--- src/rtl/axi4_master_pkg.sv ---
// Shared types and constants for the AXI4 burst initiator.
package axi4_master_pkg;

  typedef enum logic [2:0] {
    IDLE    = 3'd0,
    WR_ADDR = 3'd1,
    WR_DATA = 3'd2,
    WR_RESP = 3'd3,
    RD_ADDR = 3'd4,
    RD_DATA = 3'd5
  } state_t;

  localparam logic [1:0] RESP_OKAY   = 2'b00;
  localparam logic [1:0] RESP_SLVERR = 2'b10;

  // AxSIZE encoding: log2 of the number of bytes in one data beat.
  function automatic logic [2:0] axsize_f(input int data_width);
    int         bytes;
    logic [2:0] sz;
    bytes = data_width / 8;
    sz    = 3'd0;
    for (int i = 0; i < 8; i++) begin
      if ((1 << i) == bytes) begin
        sz = 3'(i);
      end
    end
    return sz;
  endfunction

endpackage

--- src/rtl/axi4_burst_master.sv ---
// AXI4 burst initiator: accepts one local read/write command at a time,
// runs the AW/W/B or AR/R handshakes and reports the bus response.
module axi4_burst_master
  import axi4_master_pkg::*;
#(
  parameter int ADDR_WIDTH = 16,
  parameter int DATA_WIDTH = 32
) (
  input  logic                  ACLK,
  input  logic                  ARESETn,
  // local command port
  input  logic                  cmd_valid,
  output logic                  cmd_ready,
  input  logic                  cmd_write,
  input  logic [ADDR_WIDTH-1:0] cmd_addr,
  input  logic [7:0]            cmd_len,
  // local write stream
  input  logic [DATA_WIDTH-1:0] wdata_in,
  input  logic                  wdata_valid,
  output logic                  wdata_ready,
  // local read stream
  output logic [DATA_WIDTH-1:0] rdata_out,
  output logic                  rdata_valid,
  output logic                  rdata_last,
  // status
  output logic                  done,
  output logic [1:0]            resp,
  output logic                  protocol_err,
  // write address channel
  output logic [ADDR_WIDTH-1:0] AWADDR,
  output logic [7:0]            AWLEN,
  output logic [2:0]            AWSIZE,
  output logic                  AWVALID,
  input  logic                  AWREADY,
  // write data channel
  output logic [DATA_WIDTH-1:0] WDATA,
  output logic                  WLAST,
  output logic                  WVALID,
  input  logic                  WREADY,
  // write response channel
  input  logic [1:0]            BRESP,
  input  logic                  BVALID,
  output logic                  BREADY,
  // read address channel
  output logic [ADDR_WIDTH-1:0] ARADDR,
  output logic [7:0]            ARLEN,
  output logic [2:0]            ARSIZE,
  output logic                  ARVALID,
  input  logic                  ARREADY,
  // read data channel
  input  logic [DATA_WIDTH-1:0] RDATA,
  input  logic [1:0]            RRESP,
  input  logic                  RLAST,
  input  logic                  RVALID,
  output logic                  RREADY
);

  localparam logic [2:0] AXSIZE = axsize_f(DATA_WIDTH);
  // Clears the byte-lane bits so every burst starts on a beat boundary.
  localparam logic [ADDR_WIDTH-1:0] ALIGN_MASK = ~(ADDR_WIDTH'((DATA_WIDTH / 8) - 1));

  state_t                r_state;
  state_t                w_next;
  logic [ADDR_WIDTH-1:0] r_addr;
  logic [7:0]            r_len;
  logic [7:0]            r_cnt;
  logic [1:0]            r_resp;
  logic                  r_done;
  logic                  r_perr;

  logic                  w_accept;
  logic                  w_w_hs;
  logic                  w_b_hs;
  logic                  w_r_hs;
  logic                  w_cnt_last;

  assign w_cnt_last = (r_cnt == r_len);
  assign w_accept   = (r_state == IDLE) && cmd_valid;
  assign w_w_hs     = (r_state == WR_DATA) && wdata_valid && WREADY;
  assign w_b_hs     = (r_state == WR_RESP) && BVALID;
  assign w_r_hs     = (r_state == RD_DATA) && RVALID;

  // Address/len come straight from the latched command so they stay stable
  // for the whole burst; size is fixed by the data width.
  assign AWADDR    = r_addr;
  assign AWLEN     = r_len;
  assign AWSIZE    = AXSIZE;
  assign ARADDR    = r_addr;
  assign ARLEN     = r_len;
  assign ARSIZE    = AXSIZE;
  assign WDATA     = wdata_in;
  assign rdata_out = RDATA;
  assign done      = r_done;
  assign resp      = r_resp;
  assign protocol_err = r_perr;

  // State register; reset abandons any burst in flight.
  always_ff @(posedge ACLK or negedge ARESETn) begin
    if (!ARESETn) begin
      r_state <= IDLE;
    end else begin
      r_state <= w_next;
    end
  end

  // Next-state and handshake outputs, all decoded from the current state.
  always_comb begin
    w_next      = r_state;
    cmd_ready   = 1'b0;
    AWVALID     = 1'b0;
    WVALID      = 1'b0;
    WLAST       = 1'b0;
    wdata_ready = 1'b0;
    BREADY      = 1'b0;
    ARVALID     = 1'b0;
    RREADY      = 1'b0;
    rdata_valid = 1'b0;
    rdata_last  = 1'b0;
    case (r_state)
      IDLE: begin
        cmd_ready = 1'b1;
        if (cmd_valid) begin
          w_next = cmd_write ? WR_ADDR : RD_ADDR;
        end else begin
          w_next = IDLE;
        end
      end
      WR_ADDR: begin
        AWVALID = 1'b1;
        if (AWREADY) begin
          w_next = WR_DATA;
        end else begin
          w_next = WR_ADDR;
        end
      end
      WR_DATA: begin
        WVALID      = wdata_valid;
        wdata_ready = WREADY;
        WLAST       = w_cnt_last;
        if (w_w_hs && w_cnt_last) begin
          w_next = WR_RESP;
        end else begin
          w_next = WR_DATA;
        end
      end
      WR_RESP: begin
        BREADY = 1'b1;
        if (BVALID) begin
          w_next = IDLE;
        end else begin
          w_next = WR_RESP;
        end
      end
      RD_ADDR: begin
        ARVALID = 1'b1;
        if (ARREADY) begin
          w_next = RD_DATA;
        end else begin
          w_next = RD_ADDR;
        end
      end
      RD_DATA: begin
        RREADY      = 1'b1;
        rdata_valid = RVALID;
        rdata_last  = RVALID && RLAST;
        if (RVALID && RLAST) begin
          w_next = IDLE;
        end else begin
          w_next = RD_DATA;
        end
      end
      default: begin
        w_next = IDLE;
      end
    endcase
  end

  // Latch the aligned start address and length of an accepted command.
  always_ff @(posedge ACLK or negedge ARESETn) begin
    if (!ARESETn) begin
      r_addr <= {ADDR_WIDTH{1'b0}};
      r_len  <= 8'd0;
    end else if (w_accept) begin
      r_addr <= cmd_addr & ALIGN_MASK;
      r_len  <= cmd_len;
    end
  end

  // Beat counter; saturates at len on reads so a missing RLAST cannot wrap it.
  always_ff @(posedge ACLK or negedge ARESETn) begin
    if (!ARESETn) begin
      r_cnt <= 8'd0;
    end else if (w_accept) begin
      r_cnt <= 8'd0;
    end else if (w_w_hs) begin
      r_cnt <= w_cnt_last ? 8'd0 : (r_cnt + 8'd1);
    end else if (w_r_hs) begin
      if (RLAST) begin
        r_cnt <= 8'd0;
      end else if (!w_cnt_last) begin
        r_cnt <= r_cnt + 8'd1;
      end
    end
  end

  // Response: BRESP for writes, first non-OKAY RRESP of a read burst.
  always_ff @(posedge ACLK or negedge ARESETn) begin
    if (!ARESETn) begin
      r_resp <= RESP_OKAY;
    end else if (w_accept) begin
      r_resp <= RESP_OKAY;
    end else if (w_b_hs) begin
      r_resp <= BRESP;
    end else if (w_r_hs && (r_resp == RESP_OKAY)) begin
      r_resp <= RRESP;
    end
  end

  // One-cycle completion pulse, the cycle after the final bus handshake.
  always_ff @(posedge ACLK or negedge ARESETn) begin
    if (!ARESETn) begin
      r_done <= 1'b0;
    end else begin
      r_done <= w_b_hs || (w_r_hs && RLAST);
    end
  end

  // Sticky protocol-violation flag: early/late RLAST or unexpected BVALID.
  always_ff @(posedge ACLK or negedge ARESETn) begin
    if (!ARESETn) begin
      r_perr <= 1'b0;
    end else if ((w_r_hs && RLAST && !w_cnt_last) ||
                 (w_r_hs && !RLAST && w_cnt_last) ||
                 (BVALID && (r_state != WR_RESP))) begin
      r_perr <= 1'b1;
    end
  end

endmodule

--- config.mk ---
export PLATFORM = sky130hd
export DESIGN_NAME = axi4_burst_master
export DESIGN_NICKNAME = d
export VERILOG_FILES = /design/src/rtl/axi4_master_pkg.sv /design/src/rtl/axi4_burst_master.sv
export SDC_FILE = /design/constraint.sdc
export NUM_CORES = 1
export LEC_CHECK = 0
export BUFFER_PORTS_ARGS = -buffer_cell sky130_fd_sc_hd__buf_2
export CORE_ASPECT_RATIO = 0.6
export CORE_MARGIN = 2
export CORE_UTILIZATION = 38
export CTS_CLUSTER_SIZE = 30
export DETAILED_ROUTE_END_ITERATION = 7
export GPL_ROUTABILITY_DRIVEN = 0
export PLACE_DENSITY_LB_ADDON = 0.25
export SLEW_MARGIN = 20
export SYNTH_ARGS = -nofsm -noshare
export SYNTH_HDL_FRONTEND = slang
export SYNTH_SLANG_ARGS = --single-unit
--- constraint.sdc ---
create_clock -name ACLK -period 1.8 [get_ports ACLK]
set_input_delay 0.18 -clock ACLK [delete_from_list [all_inputs] [get_ports ACLK]]
set_output_delay 0.18 -clock ACLK [all_outputs]
set_load 0.05 [all_outputs]
==> impl_metrics.csv <==
group,metric,value,unit
job,cap_violations,0,
finish,regArea,940,um^2
placement,hpwlAfterDp,4220,um
critical_path,critical_path_arrival,1720,ps
detailed_routing,drt_iter0_drc,142,
critical_path,worstSetupEndpoint,"WLAST",
sta,skew,4.34,ps
synthesis,synth_mux_area_share,3.92,%
clock_network,htree_levels,2,
power,powerDensity,2250,mW/mm^2
synthesis,ys_ff_latch,37,
die,die_height,67.9,um
clock_network,tritoncts,"yes",
critical_path,crit_path_end_kind,"output port",
global_routing,grt_pass1_vias,1760,
synthesis,seq_area_frac_synth,35.8,%
global_routing,grt_max_degree,38,
synthesis,syn_avg_cell_area,9.07,um^2
synthesis,yosysUniqueCellTypes,42,
finish,final_layout_size_suffix_gt1_share,57.5,%
sta,rsz0062_at_grt,"true",
sta,slew_violations,0,
clock_network,postCtsHoldBufs,0,
critical_path,worstSetupPathType,"register to output port",
global_routing,grt_overflow_total,0,
clock_network,cts_buffers,5,
synthesis,async_flop_share,100,%
synthesis,yosys_warnings,0,
critical_path,cp-start-kind,"register",
sta,setup_viol,7,
detailed_routing,dr.pass1.iters,4,
detailed_routing,vias,1908,
hold_path,hp-class,"input port to async pin",
critical_path,critPathRequiredTime,1620,ps
sta,worstMarginPinSlew,859,ps
clock_network,clock_latency,280,ps
placement,io_buffers,94,
global_routing,grt_pass1_wl,8980,um
critical_path,r2r_end,"r_cnt[7]",
critical_path,slowest_stage,"dfrtp_2",
detailed_routing,drc,0,
die,start_util,39.1,%
synthesis,synth-edff-count,0,
synthesis,synth_top_family_by_area,"buffers and inverters",
detailed_routing,avgRoutedWirePerCell,13.6,um
sta,fin_ws,-101,ps
sta,max_slew_margin,42.7,%
critical_path,cpPeakStageDelay,420,ps
power,power,0.00685,W
synthesis,netlist.area_leader.share,35.8,%
synthesis,syn_area,0.00259,mm^2
critical_path,rr_worst_depth,6,
synthesis,synth_compound_area_share,7.84,%
sta,period_share,106,%
status,status,"finished with violations",
critical_path,reg2reg_from,"r_cnt[1]",
synthesis,yosys-top-cells-area,"dfrtp_1 36%, buf_4 28%, nand2_1 7.3%, mux2_2 3.9%, xor2_1 2.7%",
sta,fin_crit,1900,ps
clock_network,path_clk_slew,60,ps
placement,pre_cts_ws,-61.6,ps
clock_network,cts_sinks,37,
power,peakVddDrop,1.11,mV
synthesis,synthAdderAreaFrac,0.484,%
finish,final_nets,430,
finish,final_util,46.0,%
synthesis,synth_xor_area_share,3.05,%
die,core_area,0.00662,mm^2
synthesis,synth-simple-area-share,18.3,%
clock_network,cts_buffer_depth,2,
sta,final-hold-violation-count,0,
critical_path,crit_chain,"xor2_2 > nor4_4 > buf_4 > and3_4 > buf_8",
clock_network,clockRootBuffer,"clkbuf_16",
critical_path,startpoint,"r_cnt[1]",
die,num_rows,23,
detailed_routing,vias_per_cell,4.60,
global_routing,antenna_found_initial,0,
finish,synthToLayoutAreaGrowth,17.7,%
die,ios,235,
sta,max_freq,526,MHz
synthesis,synthFlopType,"dfrtp_1",
power,leakagePower,1.61,nW
synthesis,synth_top_cell_by_area,"dfrtp_1",
critical_path,regToRegSetupSlack,-70,ps
sta,setup-tns-final,-262,ps
synthesis,syn_inst,285,
die,die-area,0.00750,mm^2
critical_path,crit_fanout,2,
detailed_routing,routed_wl,5660,um
status,violations,"setup timing",
die,die_w,111,um
global_routing,groute.usage.overall,15.0,%
detailed_routing,antenna_left,0,
finish,multi_input_area,0.00103,mm^2
finish,nFillCells,635,
-- metal layers --
layer  GRT usage [%]  vias to the layer above  share of wire, %
met5               0                        -                 0
met4            3.75                        0               1.3
met3            6.20                       12               7.8
met2            22.0                       97                43
met1            20.6                      885                48
li1                -                      914                 -
-- worst max-delay path, delay by kind of cell (launching register included) --
| kind | cells | cell delay (ps) |
|---|---|---|
| simple gates | 2 | 520 |
| xor+xnor | 1 | 190 |
| buf+inv | 2 | 310 |
| flops | 1 | 420 |
-- cell usage in the layout, fill, tap and decap left out, drive strengths merged, types with 2 or more instances in the layout --
master / n
o21ai: 2
xor2: 8
nand3: 4
a22oi: 3
nand2: 50
and2: 4
dfrtp: 37
nor4: 3
a21oi: 8
a221o: 4
a31oi: 2
nor3: 4
or2: 2
and3: 5
nor2: 13
buf: 129
mux2: 9
nor3b: 3
inv: 3
a22o: 2
clkbuf: 7
a21o: 2
clkinvlp: 2
conb: 10
-- Yosys cell counts, types with 3 or more instances --
cell and count:
nand2_1 50, buf_4 97, nor3b_1 3, inv_1 4
nor3_1 3, a21oi_1 7, mux2_2 9, xor2_1 8
nand3_1 4, buf_2 5, nor2_1 13, and3_2 3
a22oi_1 3, and2_1 3, dfrtp_1 37
-- state kept, by name, indices dropped and copies added (netlist names) --
name and flops:
ARADDR 14, resp 2, r_state 3, ARLEN 8, done 1, protocol_err 1
r_cnt 8
-- worst min-delay path by stage --
stage / from / to / cells after the start
floorplan: ARESETn / ARADDR[10] / 0
global placement: ARESETn / ARADDR[12] / 1
detailed placement: ARESETn / ARADDR[13] / 1
CTS: ARESETn / ARADDR[13] / 1
global route: ARESETn / ARADDR[13] / 1
finish: ARESETn / ARADDR[13] / 1
-- through the flow --
stage / hold slack (ps) / instances / cell area, um^2
final: 8.74 / 415 / 3040
after global placement: 339 / 399 / 2710
after CTS: 48.0 / 410 / 2940
after detailed placement: 348 / 399 / 2710
after floorplan: -116 / 293 / 2700
after global routing: 85.8 / 414 / 3040
-- power breakdown --
group          internal (W)  switching, W
Sequential          0.00119      0.000322
Combinational       0.00128       0.00302
Clock              0.000691      0.000349
-- logic make-up after synthesis --
group	after synthesis
adder cells (fa/ha/maj)	1
other	2
flip-flops	37
multiplexers	9
AO/OA/AOI/OAI	27
buffers and inverters	108
XOR/XNOR	9
AND/OR/NAND/NOR	92
-- repair_timing --
item                       4_1_cts  5_1_grt
gates resized for setup          8       13
setup endpoints to repair        7       11
buffers inserted                 3        4
pin swaps                        2        2
hold endpoints to repair         0        0
-- cell type report --
class | instances | share of cell area (%)
Antenna cell | 1 | 0.0822
Clock buffer | 6 | 4.56
Clock inverter | 2 | 1.23
Inverter | 4 | 0.617
Multi-Input combinational cell | 148 | 33.8
Sequential cell | 37 | 30.9
Tap cell | 87 | 3.58
Timing Repair Buffer | 130 | 25.2
(Power assumes the default switching activity.)
